<file path="config.mk">
export PLATFORM = sky130hd
export DESIGN_NAME = muldiv_unit
export DESIGN_NICKNAME = d
export VERILOG_FILES = /design/src/rtl/muldiv_unit.sv
export SDC_FILE = /design/constraint.sdc
export NUM_CORES = 1
export LEC_CHECK = 0
export BUFFER_PORTS_ARGS = -buffer_cell sky130_fd_sc_hd__buf_2
export CORE_UTILIZATION = 64
export CTS_CLUSTER_DIAMETER = 100
export DETAILED_ROUTE_END_ITERATION = 12
export PLACE_DENSITY = 0.89
export SETUP_SLACK_MARGIN = 0.1
export SYNTH_ARGS = -nofsm -noshare
export SYNTH_HDL_FRONTEND = slang
export SYNTH_SLANG_ARGS = --single-unit
export TNS_END_PERCENT = 30
</file>
<file path="constraint.sdc">
create_clock -name clk -period 4.4 [get_ports clk]
set_input_delay 1.1 -clock clk [delete_from_list [all_inputs] [get_ports clk]]
set_output_delay 1.1 -clock clk [all_outputs]
set_load 0.005 [all_outputs]
</file>
<file path="src/rtl/muldiv_unit.sv">
// muldiv_unit: iterative unsigned multiply/divide unit for the 16-bit CPU.
// Reads its operands from the register file's two read ports and returns one
// result through the write port (we_out/addrR_out/dataR_out). MUL uses one
// shift-add step per clock and DIV/REM uses one restoring step per clock.
// Every operation takes a fixed WIDTH+1 cycles from start to done.
// Optional build macro MULDIV_SIGNED_EN adds the sgn input for two's
// complement operation. Signed mode uses operand magnitudes internally and
// fixes the signs when the result is loaded.
module muldiv_unit #(
   parameter int WIDTH  = 16,
   parameter int ADDR_W = 3,
   parameter int CNT_W  = 4
) (
   input  logic              clk,
   input  logic              reset,
   input  logic              start,
   input  logic [1:0]        op,
   input  logic [WIDTH-1:0]  opA,
   input  logic [WIDTH-1:0]  opB,
   input  logic [ADDR_W-1:0] dest,
`ifdef MULDIV_SIGNED_EN
   input  logic              sgn,
`endif
   output logic              busy,
   output logic              done,
   output logic              we_out,
   output logic [ADDR_W-1:0] addrR_out,
   output logic [WIDTH-1:0]  dataR_out,
   output logic              div_by_zero
);

   typedef enum logic [1:0] {IDLE, RUN, DONE} state_t;

   state_t               state;
   logic [CNT_W-1:0]     count;
   logic [1:0]           op_r;
   logic                 b_zero;
   logic [WIDTH-1:0]     a_reg;     // multiplicand, or dividend shifting out MSB-first
   logic [WIDTH-1:0]     b_reg;     // multiplier shifting out LSB-first, or divisor
   logic [2*WIDTH-1:0]   acc;       // MUL: partial product; DIV: {remainder, quotient}
   logic [2*WIDTH-1:0]   acc_next;
   logic [WIDTH:0]       mul_sum;
   logic [WIDTH:0]       div_shift;
   logic [WIDTH+1:0]     div_diff;
   logic                 div_ge;
   logic                 last_step;
   logic                 unused_diff_msb;
`ifdef MULDIV_SIGNED_EN
   logic                 neg_a;
   logic                 neg_b;
`endif

`ifdef MULDIV_SIGNED_EN
   // Apply the signs of the operands to the magnitude result.
   // A divide by zero still returns an all-ones quotient. The remainder keeps
   // the sign of the dividend, so it comes back as opA.
   function automatic logic [WIDTH-1:0] finalize(input logic [1:0] sel,
                                                 input logic [2*WIDTH-1:0] r,
                                                 input logic na,
                                                 input logic nb,
                                                 input logic bz);
      logic [2*WIDTH-1:0] prod;
      logic [WIDTH-1:0]   quo;
      logic [WIDTH-1:0]   rem;
      prod = (na ^ nb) ? -r : r;
      quo  = bz ? '1 : ((na ^ nb) ? -r[WIDTH-1:0] : r[WIDTH-1:0]);
      rem  = na ? -r[2*WIDTH-1:WIDTH] : r[2*WIDTH-1:WIDTH];
      case (sel)
         2'b00:   finalize = prod[WIDTH-1:0];
         2'b01:   finalize = prod[2*WIDTH-1:WIDTH];
         2'b10:   finalize = quo;
         default: finalize = rem;
      endcase
   endfunction
`else
   // The MUL low half and the quotient are both in the low half of acc.
   // The MUL high half and the remainder are both in the high half.
   function automatic logic [WIDTH-1:0] finalize(input logic hi,
                                                 input logic [2*WIDTH-1:0] r);
      finalize = hi ? r[2*WIDTH-1:WIDTH] : r[WIDTH-1:0];
   endfunction
`endif

   // One iteration of shift-add multiply or restoring divide.
   // A zero divisor needs no special case here: every step subtracts, which
   // gives an all-ones quotient and leaves the dividend as the remainder.
   always_comb begin
      mul_sum         = {1'b0, acc[2*WIDTH-1:WIDTH]} + (b_reg[0] ? {1'b0, a_reg} : '0);
      div_shift       = {acc[2*WIDTH-1:WIDTH], a_reg[WIDTH-1]};
      div_diff        = {1'b0, div_shift} - {2'b00, b_reg};
      div_ge          = ~div_diff[WIDTH+1];
      unused_diff_msb = div_diff[WIDTH];
      if (op_r[1])
         acc_next = {(div_ge ? div_diff[WIDTH-1:0] : div_shift[WIDTH-1:0]),
                     acc[WIDTH-2:0], div_ge};
      else
         acc_next = {mul_sum, acc[WIDTH-1:1]};
      last_step = (state == RUN) && (count == CNT_W'(WIDTH-1));
   end

   // Operand and working registers; reset does not touch these.
   always_ff @(posedge clk) begin
      if (state == IDLE && start) begin
         op_r   <= op;
         b_zero <= (opB == '0);
         acc    <= '0;
`ifdef MULDIV_SIGNED_EN
         neg_a  <= sgn & opA[WIDTH-1];
         neg_b  <= sgn & opB[WIDTH-1];
         a_reg  <= (sgn && opA[WIDTH-1]) ? -opA : opA;
         b_reg  <= (sgn && opB[WIDTH-1]) ? -opB : opB;
`else
         a_reg  <= opA;
         b_reg  <= opB;
`endif
      end else if (state == RUN) begin
         acc <= acc_next;
         if (op_r[1])
            a_reg <= {a_reg[WIDTH-2:0], 1'b0};
         else
            b_reg <= {1'b0, b_reg[WIDTH-1:1]};
      end
   end

   // Control FSM and registered outputs: IDLE -> RUN (WIDTH cycles) -> DONE -> IDLE.
   always_ff @(posedge clk) begin
      if (reset) begin
         state       <= IDLE;
         count       <= '0;
         busy        <= 1'b0;
         done        <= 1'b0;
         we_out      <= 1'b0;
         div_by_zero <= 1'b0;
         addrR_out   <= '0;
         dataR_out   <= '0;
      end else begin
         case (state)
            IDLE: begin
               done        <= 1'b0;
               we_out      <= 1'b0;
               div_by_zero <= 1'b0;
               if (start) begin
                  addrR_out <= dest;
                  count     <= '0;
                  busy      <= 1'b1;
                  state     <= RUN;
               end
            end
            RUN: begin
               count <= count + 1'b1;
               if (last_step) begin
`ifdef MULDIV_SIGNED_EN
                  dataR_out <= finalize(op_r, acc_next, neg_a, neg_b, b_zero);
`else
                  dataR_out <= finalize(op_r[0], acc_next);
`endif
                  div_by_zero <= op_r[1] & b_zero;
                  done        <= 1'b1;
                  we_out      <= 1'b1;
                  state       <= DONE;
               end
            end
            DONE: begin
               done        <= 1'b0;
               we_out      <= 1'b0;
               div_by_zero <= 1'b0;
               busy        <= 1'b0;
               state       <= IDLE;
            end
            default: begin
               busy  <= 1'b0;
               state <= IDLE;
            end
         endcase
      end
   end

endmodule

</file>
### Word level (Yosys, flattened, before mapping)

Cells that the tools add are included.

| cells by class | value |
|---|---|
| add/sub/neg operators | 3 |
| eq/ne operators | 6 |
| multiplexer cells | 21 |
| bitwise logic cells | 3 |
| reduce and logical (&&, ||, !) cells | 17 |

Operators with widths:

| operator | count |
|---|---|
| $mux 16 | 9 |
| $mux 32 | 1 |
| $sub 17x16->18 | 1 |
| $add 16x16->17 | 1 |
| $logic_not 16->1 | 1 |
| $reduce_and 2->1 | 8 |
| $pmux 4 s2 | 1 |
| $reduce_bool 2->1 | 4 |
| $pmux 1 s2 | 3 |
| $add 4x1->4 const B | 1 |
| $eq 4x4->1 const B | 1 |
| $mux 2 | 2 |
| $mux 4 | 1 |
| $ne 2x2->1 const B | 2 |
| $pmux 2 s2 | 1 |
| $mux 1 | 3 |
| $eq 2x1->1 const B | 1 |
| $eq 2x2->1 const B | 1 |
| $logic_and 1x1->1 | 2 |
| $logic_not 2->1 | 1 |
| $ne 2x1->1 const B | 1 |
| $not 1->1 | 2 |
| $reduce_or 2->1 | 1 |
| $and 1x1->1 | 1 |

| storage, ports and cells | value |
|---|---|
| bits in registers | 95 |
| input port bits | 40 |
| output and inout port bits | 23 |
| word-level logic and storage cells | 62 |

### Depth between registers and ports, before layout

Gate-level depths: netlist of run 1.

| depth | value |
|---|---|
| depth in word-level cells | 4 |
| depth in mapped cells | 13 |
| mapped depth without buffers | 11 |

### Worst setup path before layout of run 1

No wires, ideal clock.

| timing path | value |
|---|---|
| path kind | register to register |
| from | register b_reg[0] |
| to | register dataR_out[13] |
| library setup time | 0.121 ns |
| arrival | 2.908 ns |
| data required time | 4.279 ns |
| setup slack | 1.371 ns |
| cell stages (with the launch flop) | 13 |
| path buffers | 1 |
| period minus slack after synthesis | 3.029 ns |
| path through | edfxtp_1 > clkbuf_1 > and2_1 > ha_1 > fa_1 > a211o_1 > o211ai_2 > a2bb2oi_2 > a221o_1 > a221oi_2 > xnor2_1 > a211oi_1 > o21ai_1 |

| between the ends | value |
|---|---|
| word-level cells in the longest chain between the ends | 4 |
| elaborated cells on any way between the ends | 6 |
| classes of those cells | add/sub: 2; mux: 4 |

RTL lines:

| item | RTL line | RTL |
|---|---|---|
| start, declared | 39 | `logic [WIDTH-1:0] b_reg;` |
| start signal, assigned | 114 | `b_reg <= opB;` |
| start signal, assigned | 121 | `b_reg <= {1'b0, b_reg[WIDTH-1:1]};` |
| $sub 17x16->18 or $mux 16 (tied branches) | 90, 88 |  |
| $mux 16 or $add 16x16->17 (tied branches) | 94, 88 |  |
| $mux 32 * | 93 | `if (op_r[1])` |
| $mux 16 * | 80 | `finalize = hi ? r[2*WIDTH-1:WIDTH] : r[WIDTH-1:0];` |
| end signal, assigned | 155 | `dataR_out <= finalize(op_r[0], acc_next);` |
| end, declared | 28 | `output logic [WIDTH-1:0] dataR_out,` |

Mark *: on every way between the ends. The rest lies on a longest branch, timed or not.
A chain may end at the register's enable or synchronous reset.

### Final worst setup path of run 1

| timing path | value |
|---|---|
| from | register b_reg[0] |
| to | register dataR_out[15] |

The elaborated chain is that of the path after synthesis.

==> results.md, run 1 <==
* Wire length reported by the detailed router at 15.2 mm
* Growth of design area from synthesis to finish at 9.59%
* Largest reg by FF count: acc
* Tightest slew margin relative to the limit at ~25%
* Antenna diode count at 0
* Class of the most critical setup path: reg2reg
* Vias after detailed routing at around 5300
* Largest net degree at the start of global routing at 42
* Final worst path period share at around 74%
* Fraction of the yosys area taken by sequential cells at between 30% and 40%
* Initial standard-cell utilization of the core at approximately two thirds
* Warnings, synthesis at 0
* Final Critical Period at around 3.2 ns
* End of the worst hold path: dataR_out[13]
* Highest metal used: met4
* Average footprint of a synthesized cell at ~8.6 um^2
* Clock latency at the later pin of the worst-skew pair at around 0.38 ns
* Worst reg2reg path endpoint: dataR_out[15]
* Total of fill cells in the finished design at approximately 670
* Port Buf Inserts at just over 60
* Path class of the lowest-slack min-delay path: reg2reg
* Initial detailed-routing violation count at ~370
* Data arrival time of the worst path at 3.48 ns
* Simple logic cell fraction of the synthesized area at 18.0%
* Startpoint of the most critical hold path: dataR_out[13]
* Critical Path RT at between 4 and 5 ns
* Overall global routing resource usage at between 30% and 40%
* Setup Skew at just over 0.02 ns
* Vias in the first global route at 5168
* Failing checks: DRC
* Cell at the root of the clock tree: sky130_fd_sc_hd__clkbuf_8
* Vertical die dimension at roughly 100 um
* Std-Cell Rows at 34
* Total of flip-flops plus latches after synthesis at 95
* Number of hold-slack violations in the final timing report at 0
* Main combinational cell family by area after synthesis: compound AO/OA/AOI/OAI gates
* Share of async-settable or async-resettable flops after synthesis at 0%
* Residual antenna-violating net count after detailed routing at 0
* Top post-synthesis cells by count: 125 x sky130_fd_sc_hd__nand2_1, 68 x sky130_fd_sc_hd__o21ai_0, 60 x sky130_fd_sc_hd__dfxtp_1
* Number of clock sinks at 95
* Clock slew seen by the registers of the worst setup and hold paths at approximately 0.10 ns
* Worst r2r src: b_reg[0]
* Horiz. Die Dim at 97.9 um
* Layout net count at about 810
* Transition time at the pin with the least slew margin at approximately 1.1 ns
* Longest Clk Path Bufs at 2
* Kind of start point of the critical path: flop
* Pwr per Cell Area at 407 mW/mm^2
* Final Max Slew Viols at 0
* Total Negative Setup Slacks at 0 ns
* Final setup violating endpoints at 0
* CTS Hold Buffers Added at 0
* TritonCTS clock tree: built
* Setup repair after global routing missed its margin: no
* Top area cells in the synthesized netlist: sky130_fd_sc_hd__dfxtp_1 20%, sky130_fd_sc_hd__edfxtp_1 18%, sky130_fd_sc_hd__nand2_1 8.0%
* Worst-case vdd ir drop at around 210 uV
* Status: complete, but fails checks
* Num CTS Buffers at 9
* Placeable core region at ~0.0088 mm^2
* Utilization after layout at 73.3%
* DRT met1 WL at 6.42 mm
* Routability congestion estimate at 0.954
* Max-cap violations at 0
* Worst reg2reg setup slack at roughly 1.2 ns
* Area share of the leading cell type in the synthesized netlist at about a fifth
* Gate count of the mapped netlist at about 690
* Syn_nets at roughly 760
* Multiplexer share of the synthesized area at slightly above 5%
* Number of enable flip-flop cells after synthesis at 35
* Netlist Area Pre-Place at roughly 0.0059 mm^2
* Cts repair resizes at 0
* Capturing element type of the critical path: flop
* Maximum fanout count along the critical path at 17
* Highest attainable clock frequency at 309 MHz
* Leading area contributor after synthesis: sky130_fd_sc_hd__dfxtp_1
* Pleak at between 2 and 3 nW
* Number of post-CTS setup repair buffers at 0
* Proportion of layout cells with a drive suffix above 1 at 14.1%
* Detailed placer's ending HPWL at 11.4 mm
* Antenna violations before repair at 0
* Worst Reg-to-Reg Cells at 11
* Total Power Consumption at approximately 2.6 mW
* Overall overflow remaining after global route at 0
* Vias per cell at 6.22
* Met3 Routed Length at approximately 850 um
* Die footprint at 0.00959 mm^2
* Number of H-tree levels at 3
* Area fraction in compound gates after synthesis at 23.9%
* Number of cells on the worst hold path at 2
* Cell variety after synth at 70
* Largest register FFs at 32
* DRC viols at 1
* WL per Instance at about 18 um
* Most used DFF post-synth: sky130_fd_sc_hd__dfxtp_1
* Xor-xnor portion of the synthesized cell area at roughly 2.8%
* I/O pin total at 63
* Critical Path Source: b_reg[0]
* Most frequent cell after synthesis: sky130_fd_sc_hd__nand2_1
* Area share of fa/ha/maj cells after synthesis at between 7 and 8%
* First-pass detailed-route iteration total at 9
* Wire length on met2 at around 7.5 mm
* Global-route wire length before repair at 25.2 mm
==> per-stage QoR <==
stage / area, um^2 / instances / setup slack (ns) / hold WS, ns
finish: 6450 / 846 / 1.16 / 0.476
CTS: 6450 / 846 / 1.18 / 0.467
global placement: 6250 / 830 / 1.28 / 0.438
detailed placement: 6250 / 830 / 1.19 / 0.454
global route: 6450 / 846 / 0.989 / 0.499
floorplan: 5890 / 688 / 1.37 / 0.424
==> cells by family (layout without fill, tap and decap cells) <==
logic type,count (synthesis),count (layout)
simple gates,237,237
buf+inv,59,109
xor+xnor,19,19
compound gates,213,213
mux,29,29
flops,95,95
fa+ha+maj,36,36
==> layout make-up <==
type,count,area (um^2),area share (%)
well taps,108,135,2.09
clock inverters,5,42.5,0.659
repair buffers,70,370,5.74
multi-input cells,534,3400,52.7
clock buffers,11,163,2.52
inverters,23,86.3,1.34
flip-flops and latches,95,2250,34.9
==> worst max path at each step <==
stage          cells past startpoint             to  slack (ns)
2_1_floorplan                     12  dataR_out[13]        1.37
3_3_place_gp                      11  dataR_out[13]        1.28
3_5_place_dp                      11  dataR_out[13]        1.19
5_1_grt                           11  dataR_out[13]        0.99
6_report                          11  dataR_out[15]        1.16
4_1_cts                           11  dataR_out[13]        1.18
==> metal layers <==
layer / vias to the layer above / global-route usage, %
li1: 2569 / -
met2: 193 / 57.6
met3: 38 / 3.79
met5: - / 0
met1: 2462 / 42.2
met4: 0 / 13.8
==> power breakdown <==
group          internal [mW]  switching, mW  leakage [nW]
Sequential             0.998         0.0686         0.839
Combinational          0.382          0.567          1.93
Clock                  0.264          0.348         0.102
==> worst max-delay path, stage by stage (launching register included) <==
cell,delay (ns)
sky130_fd_sc_hd__edfxtp_1,0.56
sky130_fd_sc_hd__and2_1,0.21
sky130_fd_sc_hd__ha_1,0.21
sky130_fd_sc_hd__fa_1,0.44
sky130_fd_sc_hd__a211o_1,0.33
sky130_fd_sc_hd__o211ai_2,0.10
sky130_fd_sc_hd__a2bb2oi_2,0.11
sky130_fd_sc_hd__a221o_1,0.39
sky130_fd_sc_hd__a221oi_2,0.29
sky130_fd_sc_hd__o211ai_1,0.15
sky130_fd_sc_hd__o21ai_1,0.17
sky130_fd_sc_hd__a311oi_1,0.13
==> layout by cell type, fill, tap and decap left out, types with 8 or more instances in the layout <==
cell type                    n
sky130_fd_sc_hd__nand2_1   125
sky130_fd_sc_hd__o21ai_0    68
sky130_fd_sc_hd__buf_2      62
sky130_fd_sc_hd__dfxtp_1    60
sky130_fd_sc_hd__a21oi_1    44
sky130_fd_sc_hd__nor2_1     42
sky130_fd_sc_hd__edfxtp_1   35
sky130_fd_sc_hd__ha_1       34
sky130_fd_sc_hd__mux2i_1    25
sky130_fd_sc_hd__inv_1      23
sky130_fd_sc_hd__and2_1     18
sky130_fd_sc_hd__xnor2_1    14
sky130_fd_sc_hd__a21o_1     14
sky130_fd_sc_hd__o21a_1     11
sky130_fd_sc_hd__clkbuf_8   10
sky130_fd_sc_hd__a31oi_1     9
sky130_fd_sc_hd__nor4_1      8
sky130_fd_sc_hd__nand3_1     8
sky130_fd_sc_hd__buf_4       8
Power figures use the tool's default switching activity.
==> run 2, diff against run 1 <==
--- a/config.mk
+++ b/config.mk
@@ -5,11 +5,12 @@
 export SDC_FILE = /design/constraint.sdc
 export NUM_CORES = 1
 export LEC_CHECK = 0
+export ABC_AREA = 1
 export BUFFER_PORTS_ARGS = -buffer_cell sky130_fd_sc_hd__buf_2
-export CORE_UTILIZATION = 64
+export CORE_UTILIZATION = 54
 export CTS_CLUSTER_DIAMETER = 100
 export DETAILED_ROUTE_END_ITERATION = 12
-export PLACE_DENSITY = 0.89
+export PLACE_DENSITY = 0.8
 export SETUP_SLACK_MARGIN = 0.1
 export SYNTH_ARGS = -nofsm -noshare
 export SYNTH_HDL_FRONTEND = slang
==> constraint.sdc (replaced) <==
create_clock -name clk -period 2.8 [get_ports clk]
set_input_delay 0.7 -clock clk [delete_from_list [all_inputs] [get_ports clk]]
set_output_delay 0.7 -clock clk [all_outputs]
set_load 0.005 [all_outputs]
==> results.md, run 2 <==
* Smallest setup slack after layout at 0.334 ns (-0.831 ns)
* Capturing element type of the critical path: flop
* Cts repair resizes at 0 (unchanged)
* Overall global routing resource usage at 29.6% (-3.7 points)
* Final Critical Period at 2.47 ns (-0.769 ns)
* Layout net count at 1074 (+33%)
* Max-cap violations at 0 (unchanged)
* Worst-path cell chain: ha_1, fa_1, inv_1, nand3_1, nand3_1, nand2_1, nand3_1, nand2_1, nand2_1, nand2_1, nand3_1, nand3_1, nand2_1, a21oi_1
* Multi-input gate area at 0.00342 mm^2 (+0.51%)
* Tightest slew margin relative to the limit at 38.8% (+14 points)
* Detailed placer's ending HPWL at 13.2 mm (+16%)
* Maximum fanout count along the critical path at 4 (-13)
* DRC viols at 0 (-1)
* Vias in the first global route at 5851 (+13%)
* Total of flip-flops plus latches after synthesis at 95 (unchanged)
* Warnings, synthesis at 0 (unchanged)
* Pleak at 3.58 nW (+25%)
* Largest stage delay, worst path at 0.44 ns (-0.12 ns)
* Class of the most critical setup path: reg2reg
* Cell at the root of the clock tree: sky130_fd_sc_hd__clkbuf_16
* Vertical die dimension at 111 um (+13%)
* Average footprint of a synthesized cell at 6.74 um^2 (-21%)
* Gate count of the mapped netlist at 945 (+37%)
* Pwr per Cell Area at 650 mW/mm^2 (+60%)
* Status: completed
* Data arrival time of the worst path at 2.69 ns (-0.79 ns)
* Fraction of the yosys area taken by sequential cells at 35.4% (-2.9 points)
* Final setup violating endpoints at 0 (unchanged)
* Number of post-CTS setup repair buffers at 0 (unchanged)
* Top area cells in the synthesized netlist: sky130_fd_sc_hd__dfxtp_1 19%, sky130_fd_sc_hd__nand2_1 18%, sky130_fd_sc_hd__edfxtp_1 16%
* Share of async-settable or async-resettable flops after synthesis at 0% (unchanged)
* Number of hold-slack violations in the final timing report at 0 (unchanged)
* Most frequent cell after synthesis: sky130_fd_sc_hd__nand2_1
* Clock slew seen by the registers of the worst setup and hold paths at 0.07 ns (-0.03 ns)
* Antenna diode count at 0 (unchanged)
* Post-Place Worst Slack at 0.331 ns (-0.859 ns)
* Vias per cell at 5.51 (-11%)
* Worst-case vdd ir drop at 481 uV (+130%)
* Top post-synthesis cells by count: 312 x sky130_fd_sc_hd__nand2_1, 137 x sky130_fd_sc_hd__inv_1, 92 x sky130_fd_sc_hd__o21ai_0
* Antenna violations before repair at 0 (unchanged)
* Placed cell count at 1130 (+36%)
* Std-Cell Rows at 39 (+15%)
* Die footprint at 0.0122 mm^2 (+28%)
* Port Buf Inserts at 62 (unchanged)
* Most used DFF post-synth: sky130_fd_sc_hd__dfxtp_1
* Final cell count without fillers at 1146 (+35%)
* Leading area contributor after synthesis: sky130_fd_sc_hd__dfxtp_1
* Clock latency at the later pin of the worst-skew pair at 0.36 ns (-0.02 ns)
* Total of fill cells in the finished design at 1104 (+64%)
* Highest attainable clock frequency at 405 MHz (+31%)
* CTS Hold Buffers Added at 0 (unchanged)
* Library cell contributing the largest single delay on the critical path: sky130_fd_sc_hd__edfxtp_1
* Register Area at 0.00225 mm^2 (unchanged)
* Most common cell after layout, fill and taps aside: sky130_fd_sc_hd__nand2_1
* Area share of the leading cell type in the synthesized netlist at 18.9% (-1.5 points)
* Transition time at the pin with the least slew margin at 0.918 ns (-0.214 ns)
* Proportion of layout cells with a drive suffix above 1 at 11.4% (-2.7 points)
* Kind of start point of the critical path: flop
* Longest Clk Path Bufs at 2 (unchanged)
* Global-route wire length before repair at 28.7 mm (+14%)
* Num CTS Buffers at 9 (unchanged)
* Cell variety after synth at 42 (-40%)
* I/O pin total at 63 (unchanged)
* Overall overflow remaining after global route at 0 (unchanged)
* WL per Instance at 15.2 um (-15%)
* Horiz. Die Dim at 111 um (+13%)
* Largest register FFs at 32 (unchanged)
* Number of enable flip-flop cells after synthesis at 35 (unchanged)
* Number of clock sinks at 95 (unchanged)
* Final worst path period share at 88.1% (+15 points)
* Wire length reported by the detailed router at 17.4 mm (+15%)
* Routability congestion estimate at 0.998 (+4.6%)
* Vias after detailed routing at 6312 (+20%)
* Growth of design area from synthesis to finish at 11.9%
* Largest net degree at the start of global routing at 44 (+4.8%)
* Setup repair after global routing missed its margin: no
* Initial detailed-routing violation count at 635 (+73%)
* Netlist Area Pre-Place at 0.00637 mm^2 (+8.2%)
* Commonest cells after routing, fill and taps aside: 312 x sky130_fd_sc_hd__nand2_1, 137 x sky130_fd_sc_hd__inv_1, 90 x sky130_fd_sc_hd__o21ai_0
* Setup Skew at 0.00977 ns (-0.0110 ns)
* Critical Path RT at 3.02 ns (-1.62 ns)
* Number of H-tree levels at 3 (unchanged)
* Residual antenna-violating net count after detailed routing at 0 (unchanged)
* Syn_nets at 1021 (+34%)
* Placeable core region at 0.0115 mm^2 (+30%)
* Final Max Slew Viols at 0 (unchanged)
* Largest reg by FF count: acc
* TritonCTS clock tree: built
* First-pass detailed-route iteration total at 6 (-3)
* Total Negative Setup Slacks at 0 ns (unchanged)
* Path class of the lowest-slack min-delay path: reg2reg
* Initial standard-cell utilization of the core at 55.5% (-11 points)
-- run 2: cell count changes after synthesis, moves of 12 or more --
cell,change
sky130_fd_sc_hd__xnor2_1,-12
sky130_fd_sc_hd__inv_1,+114
sky130_fd_sc_hd__nand4_1,+12
sky130_fd_sc_hd__nand3_1,+60
sky130_fd_sc_hd__a21o_1,-14
sky130_fd_sc_hd__and2_1,-16
sky130_fd_sc_hd__nand2_1,+187
sky130_fd_sc_hd__mux2i_1,-25
sky130_fd_sc_hd__o21ai_0,+24
-- run 2: path summary, 6_finish.rpt --
kind	start	to	slack, ns	cells past startpoint
hold / removal	acc[0]	acc[0]	0.46	2
hold reg to reg	acc[0]	acc[0]	0.46	2
setup reg to reg	b_reg[0]	dataR_out[8]	0.33	14
setup / recovery	b_reg[0]	dataR_out[8]	0.33	14
-- run 2: worst max-delay path, delay by kind of cell, from the launching register on --
family	cells	cell delay, ns
buffers and inverters	1	0.15
DFF	1	0.44
and+or+nand+nor	10	1.03
adders and majority gates	2	0.65
AOI/OAI and AO/OA	1	0.06
-- run 2: power by group --
part	switching (mW)	total, mW	leakage [nW]	internal, mW
Combinational	1.04	1.57	2.58	0.527
Clock	0.538	1.37	0.167	0.827
Sequential	0.127	1.70	0.834	1.57
Total	1.71	4.63	3.58	2.92
-- run 2: layer usage --
layer,share of wire (%),global-route usage (%),vias to the layer above
li1,-,-,3182
met2,44,46.1,274
met4,3.5,12.6,0
met5,0,0,-
met3,8.1,6.42,43
met1,44,39.5,2813
-- run 2: cells by family after synthesis --
group,count (synthesis),synth area share (%)
AND/OR/NAND/NOR,474,32.2
buffers and inverters,175,11.1
AO/OA/AOI/OAI,159,13.2
flip-flops,95,35.4
adder cells (fa/ha/maj),36,7.31
XOR/XNOR,6,0.825
-- run 2: per-stage QoR --
step	utilization (%)	area, um^2	total power [mW]	hold slack (ns)
after detailed placement	59.2	6790	3.24	0.452
after global routing	62.1	7130	4.91	0.477
after CTS	62.1	7120	4.61	0.463
final	62.1	7130	4.63	0.461
after global placement	59.2	6790	3.23	0.443
after floorplan	-	6370	2.83	0.428
-- run 2: layout make-up --
class | instances | area share [%]
Inverter | 142 | 7.48
Timing Repair Buffer | 75 | 5.72
Multi-Input combinational cell | 675 | 48.0
Clock buffer | 13 | 4.11
Sequential cell | 95 | 31.6
Clock inverter | 3 | 0.597
Tap cell | 143 | 2.51
==> run 3, diff against run 2 <==
--- a/config.mk
+++ b/config.mk
@@ -6,7 +6,7 @@
 export NUM_CORES = 1
 export LEC_CHECK = 0
 export ABC_AREA = 1
-export BUFFER_PORTS_ARGS = -buffer_cell sky130_fd_sc_hd__buf_2
+export BUFFER_PORTS_ARGS = -buffer_cell sky130_fd_sc_hd__buf_4
 export CORE_UTILIZATION = 54
 export CTS_CLUSTER_DIAMETER = 100
 export DETAILED_ROUTE_END_ITERATION = 12
==> constraint.sdc (replaced) <==
create_clock -name clk -period 2.2 [get_ports clk]
set_input_delay 0.55 -clock clk [delete_from_list [all_inputs] [get_ports clk]]
set_output_delay 0.55 -clock clk [all_outputs]
set_load 0.005 [all_outputs]
==> results.md, run 3 (synthesis gave the netlist of run 2 again) <==
* Status: complete, but fails checks
* Failing checks: setup timing
* Maximum fanout count along the critical path at 8 (+4)
* Horiz. Die Dim at 111 um (unchanged)
* Final worst path period share at 107% (+19 points)
* Proportion of power drawn by flip-flops and latches at 31.9% (-4.7 points)
* Largest register FFs at 32 (unchanged)
* Clock latency at the later pin of the worst-skew pair at 0.37 ns (about the same)
* Relative contribution of the clock network to total power at 25.7% (-3.8 points)
* Proportion of total power due to net switching at 38.0% (+1.1 points)
* Tightest slew margin relative to the limit at 42.7% (+4.0 points)
* Longest Clk Path Bufs at 2 (unchanged)
* Detailed placer's ending HPWL at 13.7 mm (+3.4%)
* Worst reg2reg setup slack at -0.16 ns (-0.49 ns)
* Residual antenna-violating net count after detailed routing at 0 (unchanged)
* Pwr per Cell Area at 805 mW/mm^2 (+24%)
* Num CTS Buffers at 9 (unchanged)
* Clock slew seen by the registers of the worst setup and hold paths at 0.07 ns (about the same)
* Worst reg2reg path endpoint: dataR_out[8]
* TritonCTS clock tree: built
* Met3 track demand over resource in global routing at 6.15% (-0.27 points)
* Largest net degree at the start of global routing at 32 (-27%)
* Class of the most critical setup path: reg2reg
* Worst-case vdd ir drop at 418 uV (-13%)
* Kind of start point of the critical path: flop
* Final setup violating endpoints at 14 (+14)
* Antenna diode count at 0 (unchanged)
* Logic gate share of total power at 42.3% (+8.4 points)
* Global-route wire length before repair at 30.4 mm (+6.1%)
* Smallest setup slack after layout at -0.158 ns (-0.492 ns)
* First-pass detailed-route iteration total at 5 (-1)
* Final Critical Period at 2.36 ns (-0.108 ns)
* Commonest cells after routing, fill and taps aside: 285 x sky130_fd_sc_hd__nand2_1, 142 x sky130_fd_sc_hd__buf_4, 132 x sky130_fd_sc_hd__inv_1
* Cell internal pwr at 4.15 mW (+42%)
* DRC viols at 0 (unchanged)
* Vias in the first global route at 6268 (+7.1%)
* Largest reg by FF count: acc
* Final Max Slew Viols at 0 (unchanged)
* Post-Place Worst Slack at -0.163 ns (-0.494 ns)
* Number of H-tree levels at 3 (unchanged)
* Port Buf Inserts at 62 (unchanged)
* End of the worst hold path: op_r[0]
* Highest attainable clock frequency at 424 MHz (+4.6%)
* Most common cell after layout, fill and taps aside: sky130_fd_sc_hd__nand2_1
* Initial standard-cell utilization of the core at 55.5% (unchanged)
* Layout net count at 1143 (+6.4%)
* Std-Cell Rows at 39 (unchanged)
* Antenna violations before repair at 0 (unchanged)
* Capturing element type of the critical path: flop
* Number of hold-slack violations in the final timing report at 0 (unchanged)
* Worst r2r src: b_reg[0]
* GRT Max-Usage Layer: met2
* Proportion of layout cells with a drive suffix above 1 at 26.1% (+15 points)
* Critical Path RT at 2.50 ns (-0.52 ns)
* Met1 track demand over resource at 40.1% (+0.64 points)
* Number of clock sinks at 95 (unchanged)
* Setup repair after global routing missed its margin: yes
* Number of cells on the worst hold path at 1 (-1)
* Startpoint of the most critical hold path: op[0]
* Vertical die dimension at 111 um (unchanged)
* Overall global routing resource usage at 31.4% (+1.8 points)
* Routability congestion estimate at 1.00 (+0.35%)
* Pleak at 4.00 nW (+12%)
* Met2 Track Usage GR at 49.6% (+3.5 points)
* Max-cap violations at 0 (unchanged)
* I/O pin total at 63 (unchanged)
* Path class of the lowest-slack min-delay path: in2reg
* Wire length reported by the detailed router at 19.5 mm (+12%)
* Placeable core region at 0.0115 mm^2 (unchanged)
* WL per Instance at 16.1 um (+5.8%)
* Setup Skew at 0.0110 ns (+0.00127 ns)
* Data arrival time of the worst path at 2.66 ns (-0.03 ns)
* Total Negative Setup Slacks at -0.682 ns (-0.682 ns)
* Initial detailed-routing violation count at 727 (+14%)
* Transition time at the pin with the least slew margin at 0.859 ns (-0.0597 ns)
* Worst Reg-to-Reg Cells at 13 (-1)
* Overall overflow remaining after global route at 0 (unchanged)
* Sw power at 2.54 mW (+49%)
* Die footprint at 0.0122 mm^2 (unchanged)
* Cell at the root of the clock tree: sky130_fd_sc_hd__clkbuf_16
* Vias after detailed routing at 6761 (+7.1%)
* Vias per cell at 5.56 (+1.0%)
* Growth of design area from synthesis to finish at 30.5%
## run 3: layout make-up
type	count	area (um^2)
timing repair buffer	144	1090
clock buffer	10	250
sequential	95	2250
clock inverter	6	70.1
multi-input combinational	675	3940
tap	143	179
inverter	142	533
fill	867	3150
## run 3: worst max path at each step
stage | startpoint | endpoint | cells after the start | slack (ns)
6_report | b_reg[0] | dataR_out[8] | 13 | -0.16
5_1_grt | b_reg[0] | dataR_out[8] | 13 | -0.29
4_1_cts | b_reg[0] | dataR_out[7] | 15 | -0.04
3_5_place_dp | b_reg[0] | dataR_out[5] | 12 | -0.16
3_3_place_gp | b_reg[0] | dataR_out[5] | 12 | -0.13
2_1_floorplan | b_reg[0] | dataR_out[13] | 15 | -0.07
## run 3: through the flow
step | cells | cell area [um^2] | hold slack (ns) | utilization, % | total power, mW
after detailed placement | 1188 | 7380 | 0.455 | 64.4 | 4.46
after CTS | 1207 | 7990 | 0.349 | 69.6 | 6.36
after global routing | 1215 | 8320 | 0.350 | 72.5 | 7.05
after floorplan | 945 | 6370 | 0.428 | - | 3.60
after global placement | 1188 | 7380 | 0.447 | 64.4 | 4.44
final | 1215 | 8320 | 0.352 | 72.5 | 6.69
## run 3: power groups by stage
stage,logic [mW],clock network (mW),registers [mW]
2_1_floorplan,1.49,0,2.11
3_3_place_gp,2.29,0,2.15
3_5_place_dp,2.31,0,2.15
4_1_cts,2.52,1.72,2.12
5_1_grt,3.09,1.81,2.15
6_report,2.83,1.72,2.14
## run 3: critical path, cell delays in order (launching register included)
cell and delay [ns]:
sky130_fd_sc_hd__edfxtp_1 0.55, sky130_fd_sc_hd__nand2_1 0.09, sky130_fd_sc_hd__inv_1 0.11, sky130_fd_sc_hd__ha_4 0.22, sky130_fd_sc_hd__a21oi_1 0.24, sky130_fd_sc_hd__buf_4 0.17
sky130_fd_sc_hd__o21ai_1 0.06, sky130_fd_sc_hd__nand2_1 0.08, sky130_fd_sc_hd__nand3b_1 0.11, sky130_fd_sc_hd__xor2_1 0.26, sky130_fd_sc_hd__nand2_1 0.12, sky130_fd_sc_hd__nand3_1 0.11
sky130_fd_sc_hd__nand2_1 0.06, sky130_fd_sc_hd__a21oi_1 0.12
## run 3: per-layer routing
metal | up-vias | wire length [um]
li1 | 3314 | -
met1 | 3039 | 8100
met2 | 337 | 8710
met3 | 71 | 1750
met4 | 0 | 992
met5 | - | 0
## run 3: what timing repair did
action,4_1_cts,5_1_grt
cloned,0,1
endpoints found under the setup margin,28,32
gates resized for setup,56,64
pin swaps,17,32
hold buffers,0,0
setup buffers,3,7
